$ cat src/rtl/display_scheduler_if.sv
// Bundle between requesters and the shared 4-digit display scheduler.
// Handshake: a requester raises req[i] with req_data stable and holds both until it sees the one-cycle ack[i] pulse.
interface display_scheduler_if #(
    parameter int NUM_REQ = 3
);
    logic [NUM_REQ-1:0]    req;
    logic [32*NUM_REQ-1:0] req_data;
    logic [NUM_REQ-1:0]    ack;
    logic [15:0]           bcd_out;
    logic                  bcd_valid;
    logic [2:0]            owner;
    logic                  busy;
    logic [1:0]            dbg_state;

    modport master (
        output req, req_data,
        input  ack, bcd_out, bcd_valid, owner, busy, dbg_state
    );

    modport slave (
        input  req, req_data,
        output ack, bcd_out, bcd_valid, owner, busy, dbg_state
    );
endinterface

$ cat src/rtl/display_scheduler.sv
// Round-robin scheduler that converts one requester's value to BCD and holds it on the display.
// Optional macro DISPLAY_SCHED_OVF_EN: values above 9999 show as 16'hFFFF instead of saturating to 9999.
module display_scheduler #(
    parameter int NUM_REQ  = 3,
    parameter int MIN_HOLD = 50_000_000
) (
    input  logic                fast_clk,
    input  logic                rst_n,
    display_scheduler_if.slave  bus
);
    localparam int HW = (MIN_HOLD > 1) ? $clog2(MIN_HOLD) : 1;
    localparam logic [HW-1:0] HOLD_LAST = HW'((MIN_HOLD > 0) ? MIN_HOLD - 1 : 0);

    typedef enum logic [1:0] {
        IDLE    = 2'd0,
        CONVERT = 2'd1,
        HOLD    = 2'd2
    } state_t;

    state_t         state, next_state;
    logic [2:0]     rr_ptr;
    logic [3:0]     bit_cnt;
    logic [HW-1:0]  hold_cnt;
    logic [29:0]    scratch;
    logic           grant_found;
    logic [2:0]     grant_idx;
    logic [31:0]    sel_data;
    logic [13:0]    sat_val;
    logic [29:0]    dd_adj, dd_next;
`ifdef DISPLAY_SCHED_OVF_EN
    logic           ovf;
`endif

    assign bus.busy      = (state != IDLE);
    assign bus.dbg_state = state;

    // First pass finds requesters at or above the pointer, second pass wraps to the bottom.
    always_comb begin
        grant_found = 1'b0;
        grant_idx   = '0;
        for (int i = 0; i < NUM_REQ; i++) begin
            if (!grant_found && bus.req[i] && (3'(i) >= rr_ptr)) begin
                grant_found = 1'b1;
                grant_idx   = 3'(i);
            end
        end
        for (int i = 0; i < NUM_REQ; i++) begin
            if (!grant_found && bus.req[i]) begin
                grant_found = 1'b1;
                grant_idx   = 3'(i);
            end
        end
    end

    always_comb begin
        sel_data = '0;
        for (int i = 0; i < NUM_REQ; i++) begin
            if (3'(i) == grant_idx) sel_data = bus.req_data[32*i +: 32];
        end
        sat_val = (sel_data > 32'd9999) ? 14'd9999 : sel_data[13:0];
    end

    // Scratch holds BCD in [29:14] and the remaining binary in [13:0]; one adjust+shift per cycle.
    always_comb begin
        dd_adj = scratch;
        for (int d = 0; d < 4; d++) begin
            if (dd_adj[14+4*d +: 4] >= 4'd5) dd_adj[14+4*d +: 4] = dd_adj[14+4*d +: 4] + 4'd3;
        end
        dd_next = dd_adj << 1;
    end

    always_comb begin
        next_state = state;
        case (state)
            IDLE:    if (grant_found) next_state = CONVERT;
            CONVERT: if (bit_cnt == 4'd13) next_state = (MIN_HOLD == 0) ? IDLE : HOLD;
            HOLD:    if (hold_cnt == HOLD_LAST) next_state = IDLE;
            default: next_state = IDLE;
        endcase
    end

    always_ff @(posedge fast_clk) begin
        if (!rst_n) state <= IDLE;
        else        state <= next_state;
    end

    always_ff @(posedge fast_clk) begin
        if (!rst_n) begin
            bus.ack       <= '0;
            bus.bcd_out   <= 16'h0000;
            bus.bcd_valid <= 1'b0;
            bus.owner     <= 3'd0;
            rr_ptr        <= 3'd0;
            bit_cnt       <= 4'd0;
            hold_cnt      <= '0;
            scratch       <= '0;
`ifdef DISPLAY_SCHED_OVF_EN
            ovf           <= 1'b0;
`endif
        end else begin
            bus.ack <= '0;
            case (state)
                IDLE: begin
                    if (grant_found) begin
                        bus.ack   <= NUM_REQ'(1) << grant_idx;
                        bus.owner <= grant_idx;
                        rr_ptr    <= (grant_idx == 3'(NUM_REQ - 1)) ? 3'd0 : grant_idx + 3'd1;
                        scratch   <= {16'd0, sat_val};
                        bit_cnt   <= 4'd0;
`ifdef DISPLAY_SCHED_OVF_EN
                        ovf       <= (sel_data > 32'd9999);
`endif
                    end
                end
                CONVERT: begin
                    scratch <= dd_next;
                    bit_cnt <= bit_cnt + 4'd1;
                    if (bit_cnt == 4'd13) begin
`ifdef DISPLAY_SCHED_OVF_EN
                        bus.bcd_out <= ovf ? 16'hFFFF : dd_next[29:14];
`else
                        bus.bcd_out <= dd_next[29:14];
`endif
                        bus.bcd_valid <= 1'b1;
                        hold_cnt      <= '0;
                    end
                end
                HOLD:    hold_cnt <= hold_cnt + HW'(1);
                default: ;
            endcase
        end
    end
endmodule

$ cat src/flat_wrapper.sv
// flat-port wrapper written by rule: the top's interface ports become plain ports
module display_scheduler_flat 
#(
    parameter int NUM_REQ  = 3,
    parameter int MIN_HOLD = 50_000_000
)
  (fast_clk, rst_n, bus_req, bus_req_data, bus_ack, bus_bcd_out, bus_bcd_valid, bus_owner, bus_busy, bus_dbg_state);
  display_scheduler_if #(.NUM_REQ(NUM_REQ)) bus_i ();
  input  logic fast_clk;
  input  logic rst_n;
  input wire logic [$bits(bus_i.req)-1:0] bus_req;
  input wire logic [$bits(bus_i.req_data)-1:0] bus_req_data;
  output wire logic [$bits(bus_i.ack)-1:0] bus_ack;
  output wire logic [$bits(bus_i.bcd_out)-1:0] bus_bcd_out;
  output wire logic [$bits(bus_i.bcd_valid)-1:0] bus_bcd_valid;
  output wire logic [$bits(bus_i.owner)-1:0] bus_owner;
  output wire logic [$bits(bus_i.busy)-1:0] bus_busy;
  output wire logic [$bits(bus_i.dbg_state)-1:0] bus_dbg_state;
  assign bus_i.req = bus_req;
  assign bus_i.req_data = bus_req_data;
  assign bus_ack = bus_i.ack;
  assign bus_bcd_out = bus_i.bcd_out;
  assign bus_bcd_valid = bus_i.bcd_valid;
  assign bus_owner = bus_i.owner;
  assign bus_busy = bus_i.busy;
  assign bus_dbg_state = bus_i.dbg_state;
  display_scheduler #(.NUM_REQ(NUM_REQ), .MIN_HOLD(MIN_HOLD)) u_core (.fast_clk(fast_clk), .rst_n(rst_n), .bus(bus_i));
endmodule
$ cat config.mk
export PLATFORM = sky130hd
export DESIGN_NAME = display_scheduler_flat
export DESIGN_NICKNAME = d
export VERILOG_FILES = /design/src/rtl/display_scheduler_if.sv /design/src/rtl/display_scheduler.sv /design/src/flat_wrapper.sv
export SDC_FILE = /design/constraint.sdc
export NUM_CORES = 1
export LEC_CHECK = 0
export ABC_AREA = 1
export BUFFER_PORTS_ARGS = -buffer_cell sky130_fd_sc_hd__buf_4
export CAP_MARGIN = 20
export CELL_PAD_IN_SITES_DETAIL_PLACEMENT = 0
export CELL_PAD_IN_SITES_GLOBAL_PLACEMENT = 1
export CORE_AREA = 2 2 116 118
export DETAILED_ROUTE_END_ITERATION = 10
export DIE_AREA = 0 0 118 120
export MAX_ROUTING_LAYER = met4
export PLACE_DENSITY_LB_ADDON = 0.1
export SETUP_SLACK_MARGIN = 0.5
export SLEW_MARGIN = 20
export SYNTH_ARGS = -nofsm -noshare
export SYNTH_HDL_FRONTEND = slang
export SYNTH_SLANG_ARGS = --single-unit
$ cat constraint.sdc
create_clock -name fast_clk -period 2.55 [get_ports fast_clk]
set_clock_uncertainty 0.05 [all_clocks]
set_input_delay 0.1275 -clock fast_clk [delete_from_list [all_inputs] [get_ports fast_clk]]
set_output_delay 0.1275 -clock fast_clk [all_outputs]
set_load 0.01 [all_outputs]
## Word-level counts from Yosys, hierarchy flattened

Index checks and enable logic that the tools add are counted.

| cells by class | value |
|---|---|
| add/sub/neg operators | 7 |
| shifts and indexed selects | 1 |
| multiplexer cells | 30 |
| order comparisons | 8 |
| reduce and logical (&&, ||, !) cells | 24 |
| equal/unequal tests | 10 |

Operator list:

| cell | count |
|---|---|
| 2-to-1 mux 32 bit | 3 |
| case mux 30 bit (2 select lines) | 1 |
| case mux 26 bit (2 select lines) | 1 |
| greater-than comparator 32 x 14 -> 1 bit (second input constant) | 1 |
| 2-to-1 mux 30 bit | 1 |
| adder 26 x 1 -> 26 bit (second input constant) | 1 |
| == test 26 bit (second input constant) | 1 |
| 2-to-1 mux 26 bit | 1 |
| >= comparator 4 x 3 -> 1 bit (second input constant) | 4 |
| 2-to-1 mux 4 bit | 4 |
| 2-to-1 mux 14 bit | 1 |
| 2-to-1 mux 2 bit | 7 |
| adder 4 x 2 -> 4 bit (second input constant) | 3 |
| logical AND 1 bit | 8 |
| case mux 4 bit (2 select lines) | 1 |
| AND reduction 2 bit | 4 |
| 2-to-1 mux 1 bit | 7 |
| >= comparator 1 x 3 -> 1 bit (first input constant) | 2 |
| 2-to-1 mux 3 bit | 2 |
| != test 2 x 1 -> 1 bit (second input constant) | 3 |
| case mux 2 bit (3 select lines) | 1 |
| AND reduction 3 bit | 2 |
| nonzero test 2 bit | 3 |
| zero test 1 bit | 5 |
| other kinds (12) | 13 |

| storage, ports and cells | value |
|---|---|
| bits of input ports | 101 |
| flip-flop bits (word level) | 88 |

## Depth between registers and ports, before layout

Gate-level depths: netlist of the first run.

| depth | value |
|---|---|
| depth after elaboration | 28 |
| depth in mapped cells | 17 |

## Worst setup path after synthesis of the first run

Ideal clock, no wire load.

| path | value |
|---|---|
| kind | reg2reg |
| start | register u_core.bit_cnt[0] |
| end | register u_core.hold_cnt[22] |
| data arrival time | 1.783 ns |
| cell stages (with the launch flop) | 13 |
| library setup time | 0.118 ns |
| required time | 2.382 ns |
| setup slack | 0.600 ns |
| period minus slack after synthesis | 1.950 ns |
| buffers on the path | 0 |
| cells stage by stage | dfxtp_1 ha_1 nand3_1 nor2_2 nor2_1 nor3_1 nand4_1 nor2_1 nand2_1 nor3_2 nand4_1 o21ai_1 a21oi_1 |

| on the way | value |
|---|---|
| word-level cells in the longest chain between the ends | 3 |

RTL lines:

| element | RTL line | RTL |
|---|---|---|
| start, declared | display_scheduler.sv:22 | `logic [3:0] bit_cnt;` |
| start signal, assigned | display_scheduler.sv:117 | `bit_cnt <= bit_cnt + 4'd1;` |
| == test 4 bit | display_scheduler.sv:118 | `if (bit_cnt == 4'd13) begin` |
| != test 2 x 1 -> 1 bit (no line) | -- |  |
| AND reduction 2 bit (no line) | -- |  |
| end signal, assigned | display_scheduler.sv:128 | `HOLD: hold_cnt <= hold_cnt + HW'(1);` |
| end, declared | display_scheduler.sv:23 | `logic [HW-1:0] hold_cnt;` |

Every way passes these cells.
A chain may end at the register's enable or synchronous reset.

## Worst setup path in the final report of the first run

| path | value |
|---|---|
| start | register u_core.bit_cnt[1] |
| end | register u_core.hold_cnt[22] |

Same word-level chain as after synthesis.

==> impl_metrics.tcl, run 1 <==
set metrics [dict create \
    ys_warn_count 0 \
    finalSetupTns_ns 0 \
    ios 127 \
    startpoint_type "register" \
    irDropWorstVdd_mv 0.278 \
    clock_sinks 87 \
    antenna_left 0 \
    dieArea_mm2 0.0142 \
    end_kind "register" \
    pwr_density_cell_mw_per_mm2 494 \
    synth-seq-area-share_pct 37.1 \
    status "finished clean" \
    grt_pass1_vias 4955 \
    post_drt_wl_per_cell_um 13.0 \
    hold_violations 0 \
    grt_pass1_wl_mm 22.2 \
    async_reset_ff_share_pct 0 \
    synth_edf_count 0 \
    initial_core_util_pct 36.2 \
    grt-ovfl-total 0 \
    dpl.hpwl_mm 9.88 \
    synthFlopType "dfxtp_1" \
    syn_area_per_cell_um2 6.74 \
    worstSetupPathType "register to register" \
    drive_above_1_share_pct 32.0 \
    ff2ff_path_depth 13 \
    final_cell_mix "buf_4, nand2_1, dfxtp_1" \
    leakagePower_nw 2.90 \
    wirelength_mm 13.4 \
    critical-path-slowest-cell "dfxtp_2" \
    drt_iter0_markers 315 \
    finalNetCount 964 \
    synth_cell_type_count 43 \
    setup-violations-final 0 \
    hold_path.class "input port to register" \
    portBuffers 125 \
    via_per_inst 4.82 \
    place_congestion 0.847 \
    totalPowerFinal_mw 3.27 \
    coreArea_mm2 0.0130 \
    die_h_um 120 \
    syn-num-nets 809 \
    slew_headroom_pct 65.9 \
    synth_cells 697 \
    ff2ff_setup_slack_ns 0.44 \
    rows 42 \
    period_needed_ns 2.11 \
    cts_tree "done" \
    clk_latency_ns 0.34 \
    worst_pin_slew_ns 0.512 \
    htree_levels 3 \
    grt_max_degree 35 \
    path_clk_slew_ns 0.07 \
    maxCapViolations 0 \
    path_max_fanout 3 \
    cp_cell_sequence "inv_2 > ha_4 > nand3_4 > nor2_4 > nor2_4 > nor3_2 > nand4_1 > nor2_1 > nand2_2 > nor3_4 > nand4_1 > o21ai_1 > a21oi_1" \
    arrival_ns 2.29 \
    syn_to_final_growth_pct 40.6 \
    antenna_found_initial 0 \
    drc_errors 0 \
    worstPathRequired_ns 2.73 \
    vias 4978 \
    hold_depth 3 \
    die_width_um 118 \
    synth-seq-cells 87 \
    syn-cell-area_mm2 0.00470 \
    fin_crit_sh_pct 82.6 \
    fmax_ghz 0.474 \
    cts.path.max_buffers 2 \
    rsz0062_at_grt "yes" \
    final_common_cell "buf_4" \
    grt.total_usage_pct 19.5 \
    numCtsBuffers 9 \
    antenna-diode-count 0 \
    drt_first_pass_iters 4 \
    slew_violations 0 \
    max_stage_delay_ns 0.34 \
    cts_root_buffer "clkbuf_16" \
]
registers in the layout, summed over array words and instances, names as in the netlist:
name,cells
u_core.bit_cnt,4
u_core.bus.ack,3
u_core.bus.bcd_out,16
u_core.bus.bcd_valid,1
u_core.bus.dbg_state,2
u_core.bus.owner,2
u_core.hold_cnt,26
u_core.rr_ptr,3
u_core.scratch,30
metal layers:
layer	track usage [%]	routed length [um]	up-vias	part of all wire, %
met1	23.1	6000	2280	45
met5	-	0	-	0
met3	3.42	467	10	3.5
met2	34.5	6820	96	51
met4	5.12	106	0	0.79
li1	-	-	2592	-
layout make-up:
cell class	count	area, um^2
clock inverter	4	30.0
inverter	92	350
timing repair buffer	165	1260
timing repair inverter	1	8.76
fill	1334	6370
tap	176	220
clock buffer	11	243
multi-input combinational	496	2750
sequential	87	1750
power by group:
| group | internal (mW) | total (mW) | switching (mW) |
|---|---|---|---|
| clock | 0.686 | 1.23 | 0.546 |
| sequential | 1.40 | 1.42 | 0.0240 |
| combinational | 0.270 | 0.614 | 0.343 |
through the flow:
| step | setup slack (ns) | cell area [um^2] | utilization, % | cells | hold slack [ns] |
|---|---|---|---|---|---|
| 3_3_place_gp | 0.325 | 5840 | 45.0 | 989 | 0.392 |
| 6_report | 0.442 | 6610 | 50.9 | 1032 | 0.116 |
| 4_1_cts | 0.502 | 6360 | 49.0 | 1020 | 0.116 |
| 2_1_floorplan | 0.600 | 4700 | - | 697 | 0.276 |
| 5_1_grt | 0.308 | 6610 | 50.9 | 1032 | 0.140 |
| 3_5_place_dp | 0.247 | 5840 | 45.0 | 989 | 0.393 |
synthesized netlist by cell type, types with 11 or more instances:
master | count | area [um^2]
a21oi_1 | 71 | 355
clkbuf_1 | 12 | 45.0
dfxtp_1 | 87 | 1740
ha_1 | 11 | 138
inv_1 | 82 | 308
nand2_1 | 160 | 601
nand3_1 | 36 | 180
nand4_1 | 21 | 131
nor2_1 | 73 | 274
nor4_1 | 13 | 81.3
o21ai_0 | 34 | 170
worst paths after layout:
path                                        startpoint                      to
worst max register to register       u_core.bit_cnt[1]     u_core.hold_cnt[22]
worst min-delay path                             rst_n      u_core.hold_cnt[3]
worst max-delay path                 u_core.bit_cnt[1]     u_core.hold_cnt[22]
worst min register to register  u_core.bus.bcd_out[12]  u_core.bus.bcd_out[12]
worst max-delay path, delay by kind of cell, from the launching register on:
kind / cells / cell delay, ns
adder cells (fa/ha/maj): 1 / 0.13
AO/OA/AOI/OAI: 2 / 0.20
AND/OR/NAND/NOR: 9 / 1.21
buffers and inverters: 1 / 0.07
flip-flops: 1 / 0.34
cells by family after synthesis:
group	count (synthesis)	share of synthesized area, %
and+or+nand+nor	341	32.4
DFF	87	37.1
buffers and inverters	114	10.0
adders and majority gates	11	2.93
other	1	0.0798
xor gates and xnor gates	7	1.30
AOI/OAI and AO/OA	136	16.2
what timing repair did:
action / CTS / global route
gates cloned: 1 / 0
hold buffers: 0 / 0
resized for setup: 44 / 41
pin swaps: 19 / 26
setup buffers: 15 / 12
setup endpoints to repair: 25 / 47
endpoints found under the hold margin: 0 / 0
No activity file was read; power rests on OpenSTA's default activity.
==> run 2, diff against run 1 <==
- CORE_AREA: 2 2 116 118 -> 2 2 123 125
- DIE_AREA: 0 0 118 120 -> 0 0 125 127
- clock period: 2.55 -> 1.8 ns (I/O delays scaled with it)
==> impl_metrics.tcl, run 2 (synthesis results as in run 1) <==
set metrics [dict create \
    status "finished with violations" \
    violations "negative setup slack" \
    drt_first_pass_iters 4 \
    leakagePower_nw 3.52 \
    combinationalPowerShare_pct 22.7 \
    worstPathRequired_ns 2.02 \
    fillCellCount 1393 \
    maxCapViolations 0 \
    syn_to_final_growth_pct 68.5 \
    drive_above_1_share_pct 48.1 \
    dieArea_mm2 0.0159 \
    layoutNonFillerInstCount 1116 \
    hold_path.class "input port to register" \
    grt_pass1_vias 5389 \
    antenna-diode-count 0 \
    drc_errors 0 \
    cts_tree "done" \
    power_switching_mw 1.41 \
    wirelength_mm 15.3 \
    path_max_fanout 3 \
    rows 44 \
    path_clk_slew_ns 0.07 \
    drt_iter0_markers 226 \
    slew_violations 0 \
    coreArea_mm2 0.0144 \
    portBuffers 125 \
    irDropWorstVdd_mv 0.402 \
    seq_area_mm2 0.00176 \
    dpl.hpwl_mm 10.8 \
    largest_register "u_core.scratch" \
    setup_ws_ns -0.246 \
    p_sw_share_pct 27.6 \
    place_congestion 0.819 \
    dpl.cell_count 1044 \
    clk_latency_ns 0.34 \
    p_clk_share_pct 38.1 \
    end_kind "register" \
    fmax_ghz 0.489 \
    grt.total_usage_pct 19.1 \
    worstSetupPathType "register to register" \
    htree_levels 3 \
    antenna_left 0 \
    multi_input_area_mm2 0.00312 \
    fin_crit_sh_pct 114 \
    antenna_found_initial 0 \
    ios 127 \
    initial_core_util_pct 32.6 \
    final_cell_mix "buf_4, nand2_1, dfxtp_1" \
    post_drt_wl_per_cell_um 13.7 \
    clock_sinks 87 \
    grt-ovfl-total 0 \
    via_per_inst 4.80 \
    holdWs_ns 0.123 \
    cts.path.max_buffers 2 \
    power.share.sequential_pct 39.3 \
    startpoint_type "register" \
    reg_top3 "u_core.scratch (30), u_core.hold_cnt (26), u_core.bus.bcd_out (16)" \
    arrival_ns 2.27 \
    largest_reg_flops 30 \
    vias 5354 \
    rsz0062_at_grt "yes" \
    period_needed_ns 2.05 \
    pwr_density_cell_mw_per_mm2 646 \
    cts_root_buffer "clkbuf_16" \
    die_width_um 125 \
    setup-violations-final 66 \
    finalNetCount 1039 \
    die_h_um 127 \
    grt_max_degree 36 \
    hold_violations 0 \
    p_int_mw 3.71 \
    grt_pass1_wl_mm 24.4 \
    post-place-ws_ns -0.213 \
    final_common_cell "buf_4" \
    numCtsBuffers 9 \
]
run 2: cell types whose count changed in the layout (fill, tap and decap cells not counted), sizes merged:
cell    change
buf        +73
clkbuf      +2
bufinv      +1
inv         -1
clkinv      +1
run 2: through the flow:
step	power, mW	TNS, ns	instance area [um^2]	utilization [%]
6_report	5.12	-9.30	7920	54.9
4_1_cts	5.05	-3.85	7370	51.1
5_1_grt	5.36	-17.41	7920	54.9
2_1_floorplan	2.53	-0.204	4840	-
3_3_place_gp	2.98	-3.41	6390	44.3
3_5_place_dp	2.99	-4.29	6390	44.3
run 2: worst max-delay path: stages, from the launching register on:
cell and delay (ns):
dfxtp_2 0.32, inv_2 0.07, ha_4 0.14, nand3_4 0.08
nor2_4 0.14, nor2_4 0.06, nor2_2 0.13, nand2_1 0.06
nor2_1 0.12, inv_2 0.06, nor2_4 0.13, inv_2 0.06
nor2_4 0.16, nand3_2 0.11, nor2_2 0.12, o21ai_1 0.06
a21oi_1 0.10
run 2: power groups by stage:
stage | Sequential (mW) | Clock [mW] | Combinational (mW)
floorplan | 2.05 | 0 | 0.483
global placement | 2.05 | 0 | 0.930
detailed placement | 2.05 | 0 | 0.939
CTS | 2.01 | 2.00 | 1.04
global route | 2.02 | 2.07 | 1.27
finish | 2.01 | 1.95 | 1.16
run 2: worst paths after layout:
| kind | slack [ns] | to | startpoint | cells past startpoint |
|---|---|---|---|---|
| min reg2reg | 0.40 | u_core.bus.bcd_out[13] | u_core.bus.bcd_out[13] | 2 |
| min | 0.12 | u_core.scratch[1] | bus_req_data[65] | 5 |
| max reg2reg | -0.25 | u_core.hold_cnt[23] | u_core.bit_cnt[1] | 16 |
| max | -0.25 | u_core.hold_cnt[23] | u_core.bit_cnt[1] | 16 |
run 2: area by class of cell:
cell class | count | share of cell area, %
clock inverters | 6 | 0.916
repair buffers | 241 | 26.7
clock buffers | 10 | 3.02
flip-flops and latches | 87 | 22.2
multi-input cells | 496 | 39.4
well taps | 184 | 2.91
inverters | 92 | 4.85
run 2: timing repair:
item	CTS	global route
resized for setup	130	90
cloned	1	5
hold endpoints to repair	0	0
hold buffers	0	0
buffers inserted	34	16
pin swaps	25	38
endpoints found under the setup margin	85	88
run 2: routing by layer:
| metal | wire [um] | GRT usage [%] | part of all wire (%) |
|---|---|---|---|
| met1 | 6910 | 23.2 | 45 |
| met2 | 7720 | 33.9 | 50 |
| met3 | 512 | 2.60 | 3.3 |
| met4 | 153 | 4.12 | 1.0 |
| met5 | 0 | - | 0 |
==> run 3, diff against run 2 <==
- CORE_AREA: 2 2 123 125 -> 3 3 124 126
- DIE_AREA: 0 0 125 127 -> 0 0 127 129
==> impl_metrics.tcl, run 3 (synthesis results as in run 1) <==
set metrics [dict create \
    status "finished with violations" \
    violations "negative setup slack" \
    antenna_left 0 \
    grt-ovfl-total 0 \
    antenna-diode-count 0 \
    holdWs_ns 0.204 \
    slew_violations 0 \
    setup_ws_ns -0.241 \
    dieArea_mm2 0.0164 \
    final_common_cell "buf_4" \
    grt_max_degree 26 \
    hold_path.class "input port to register" \
    fin_crit_sh_pct 113 \
    leakagePower_nw 3.59 \
    dpl.hpwl_mm 10.8 \
    htree_levels 3 \
    pwr_density_cell_mw_per_mm2 648 \
    cp_cell_sequence "inv_2 > ha_4 > nand3_4 > nor2_4 > nor2_4 > nor3_2 > nand4_1 > nor2_1 > nand2_1 > nor3_2 > nand4_1 > o21ai_2 > a21oi_1" \
    holdCritStartpoint "rst_n" \
    irDropWorstVdd_mv 0.449 \
    cts.path.max_buffers 2 \
    p_sw_share_pct 29.1 \
    period_needed_ns 2.04 \
    numCtsBuffers 9 \
    reg_top3 "u_core.scratch (30), u_core.hold_cnt (26), u_core.bus.bcd_out (16)" \
    use_met2_pct 34.7 \
    via_per_inst 4.78 \
    drt_first_pass_iters 4 \
    drt_iter0_markers 205 \
    grt_pass1_vias 5481 \
    syn_to_final_growth_pct 69.5 \
    end_kind "register" \
    rr_endpoint "u_core.hold_cnt[22]" \
    path_max_fanout 4 \
    layoutNonFillerInstCount 1113 \
    clk_latency_ns 0.34 \
    reg2reg_from "u_core.bit_cnt[1]" \
    drive_above_1_share_pct 49.1 \
    initial_core_util_pct 32.6 \
    arrival_ns 2.22 \
    fmax_ghz 0.490 \
    grt_pass1_wl_mm 25.4 \
    largest_reg_flops 30 \
    setup-violations-final 27 \
    hold_depth 4 \
    startpoint_type "register" \
    vias 5323 \
    path_clk_slew_ns 0.08 \
    post_drt_wl_per_cell_um 14.1 \
    power.share.sequential_pct 38.9 \
    cts_tree "done" \
    portBuffers 125 \
    p_int_mw 3.66 \
    die_width_um 127 \
    worstPathRequired_ns 1.98 \
    worstSetupPathType "register to register" \
    power_switching_mw 1.50 \
    place_congestion 0.841 \
    ff2ff_path_depth 13 \
    grt.total_usage_pct 19.6 \
    ff2ff_setup_slack_ns -0.24 \
    drc_errors 0 \
    wirelength_mm 15.7 \
    holdPathEnd "u_core.bus.dbg_state[0]" \
    rsz0062_at_grt "yes" \
    p_clk_share_pct 35.5 \
    hold_violations 0 \
    combinationalPowerShare_pct 25.6 \
    met3_usage_pct 3.11 \
    critical-path-slowest-cell "dfxtp_2" \
    die_h_um 129 \
    cts_root_buffer "clkbuf_16" \
    top_usage_layer "met2" \
    ctsHoldBuffers 0 \
    coreArea_mm2 0.0144 \
    largest_register "u_core.scratch" \
    rows 44 \
    use_met1_pct 22.7 \
    utilization_pct 55.2 \
    ios 127 \
    antenna_found_initial 0 \
    final_cell_mix "buf_4, nand2_1, inv_1, dfxtp_1, nor2_1" \
    max_stage_delay_ns 0.33 \
    dpl.cell_count 1049 \
    maxCapViolations 0 \
    clock_sinks 87 \
    finalNetCount 1036 \
]
[run 3: changes by cell type in the layout (fill, tap and decap cells not counted), moves of 7 or more]
cell / delta
a21oi_2: +17
dfxtp_2: +7
buf_6: -16
o21ai_2: -8
nor2_1: +7
o21ai_1: +8
a21oi_1: -17
buf_4: +9
nand2_4: +9
dfxtp_1: -8
nand2_2: -12
[run 3: timing repair]
| action | 4_1_cts | 5_1_grt |
|---|---|---|
| buffers inserted | 25 | 16 |
| endpoints found under the setup margin | 85 | 88 |
| pin swaps | 29 | 24 |
| resized for setup | 124 | 112 |
| gates cloned | 5 | 2 |
[run 3: cell type report]
cell class                      instances  area (um^2)
Fill cell                            1360         6460
Multi-Input combinational cell        496         3200
Timing Repair Buffer                  238         2090
Sequential cell                        87         1770
Inverter                               92          382
Clock buffer                           10          239
Tap cell                              184          230
Clock inverter                          6         51.3
[run 3: power groups by stage]
stage               combinational (mW)  sequential, mW  clock (mW)
floorplan                        0.483            2.05           0
global placement                 0.956            2.05           0
detailed placement               0.967            2.05           0
CTS                               1.23            2.01        1.88
global route                      1.43            2.02        1.97
finish                            1.32            2.01        1.83
[run 3: worst max-delay path by stage]
stage	slack (ns)	end	depth (start not counted)	startpoint
2_1_floorplan	-0.06	u_core.hold_cnt[23]	16	u_core.bit_cnt[1]
3_3_place_gp	-0.27	u_core.scratch[1]	13	u_core.rr_ptr[2]
3_5_place_dp	-0.24	u_core.scratch[2]	13	u_core.rr_ptr[2]
4_1_cts	-0.16	u_core.scratch[0]	14	u_core.rr_ptr[1]
5_1_grt	-0.39	u_core.hold_cnt[22]	13	u_core.bit_cnt[1]
6_report	-0.24	u_core.hold_cnt[22]	13	u_core.bit_cnt[1]
[run 3: stage by stage]
step           cell area [um^2]  setup TNS (ns)  total power [mW]  setup slack [ns]
3_5_place_dp               6420           -4.18              3.02            -0.242
2_1_floorplan              4840          -0.204              2.53           -0.0606
4_1_cts                    7420           -3.10              5.13            -0.165
3_3_place_gp               6420           -3.54              3.01            -0.273
6_report                   7970           -3.99              5.16            -0.241
5_1_grt                    7970           -8.46              5.41            -0.393
[run 3: worst max-delay path: cells and delay by family (launching register included)]
family / cells / cell delay, ns
simple gates: 9 / 1.12
compound gates: 2 / 0.21
fa+ha+maj: 1 / 0.14
buf+inv: 1 / 0.07
flops: 1 / 0.33
[run 3: routing by layer]
layer | vias up | routed length, um | share of wire, %
met5 | - | 0 | 0
met4 | 0 | 197 | 1.3
met3 | 14 | 413 | 2.6
met2 | 85 | 8210 | 52
met1 | 2484 | 6870 | 44
li1 | 2740 | - | -
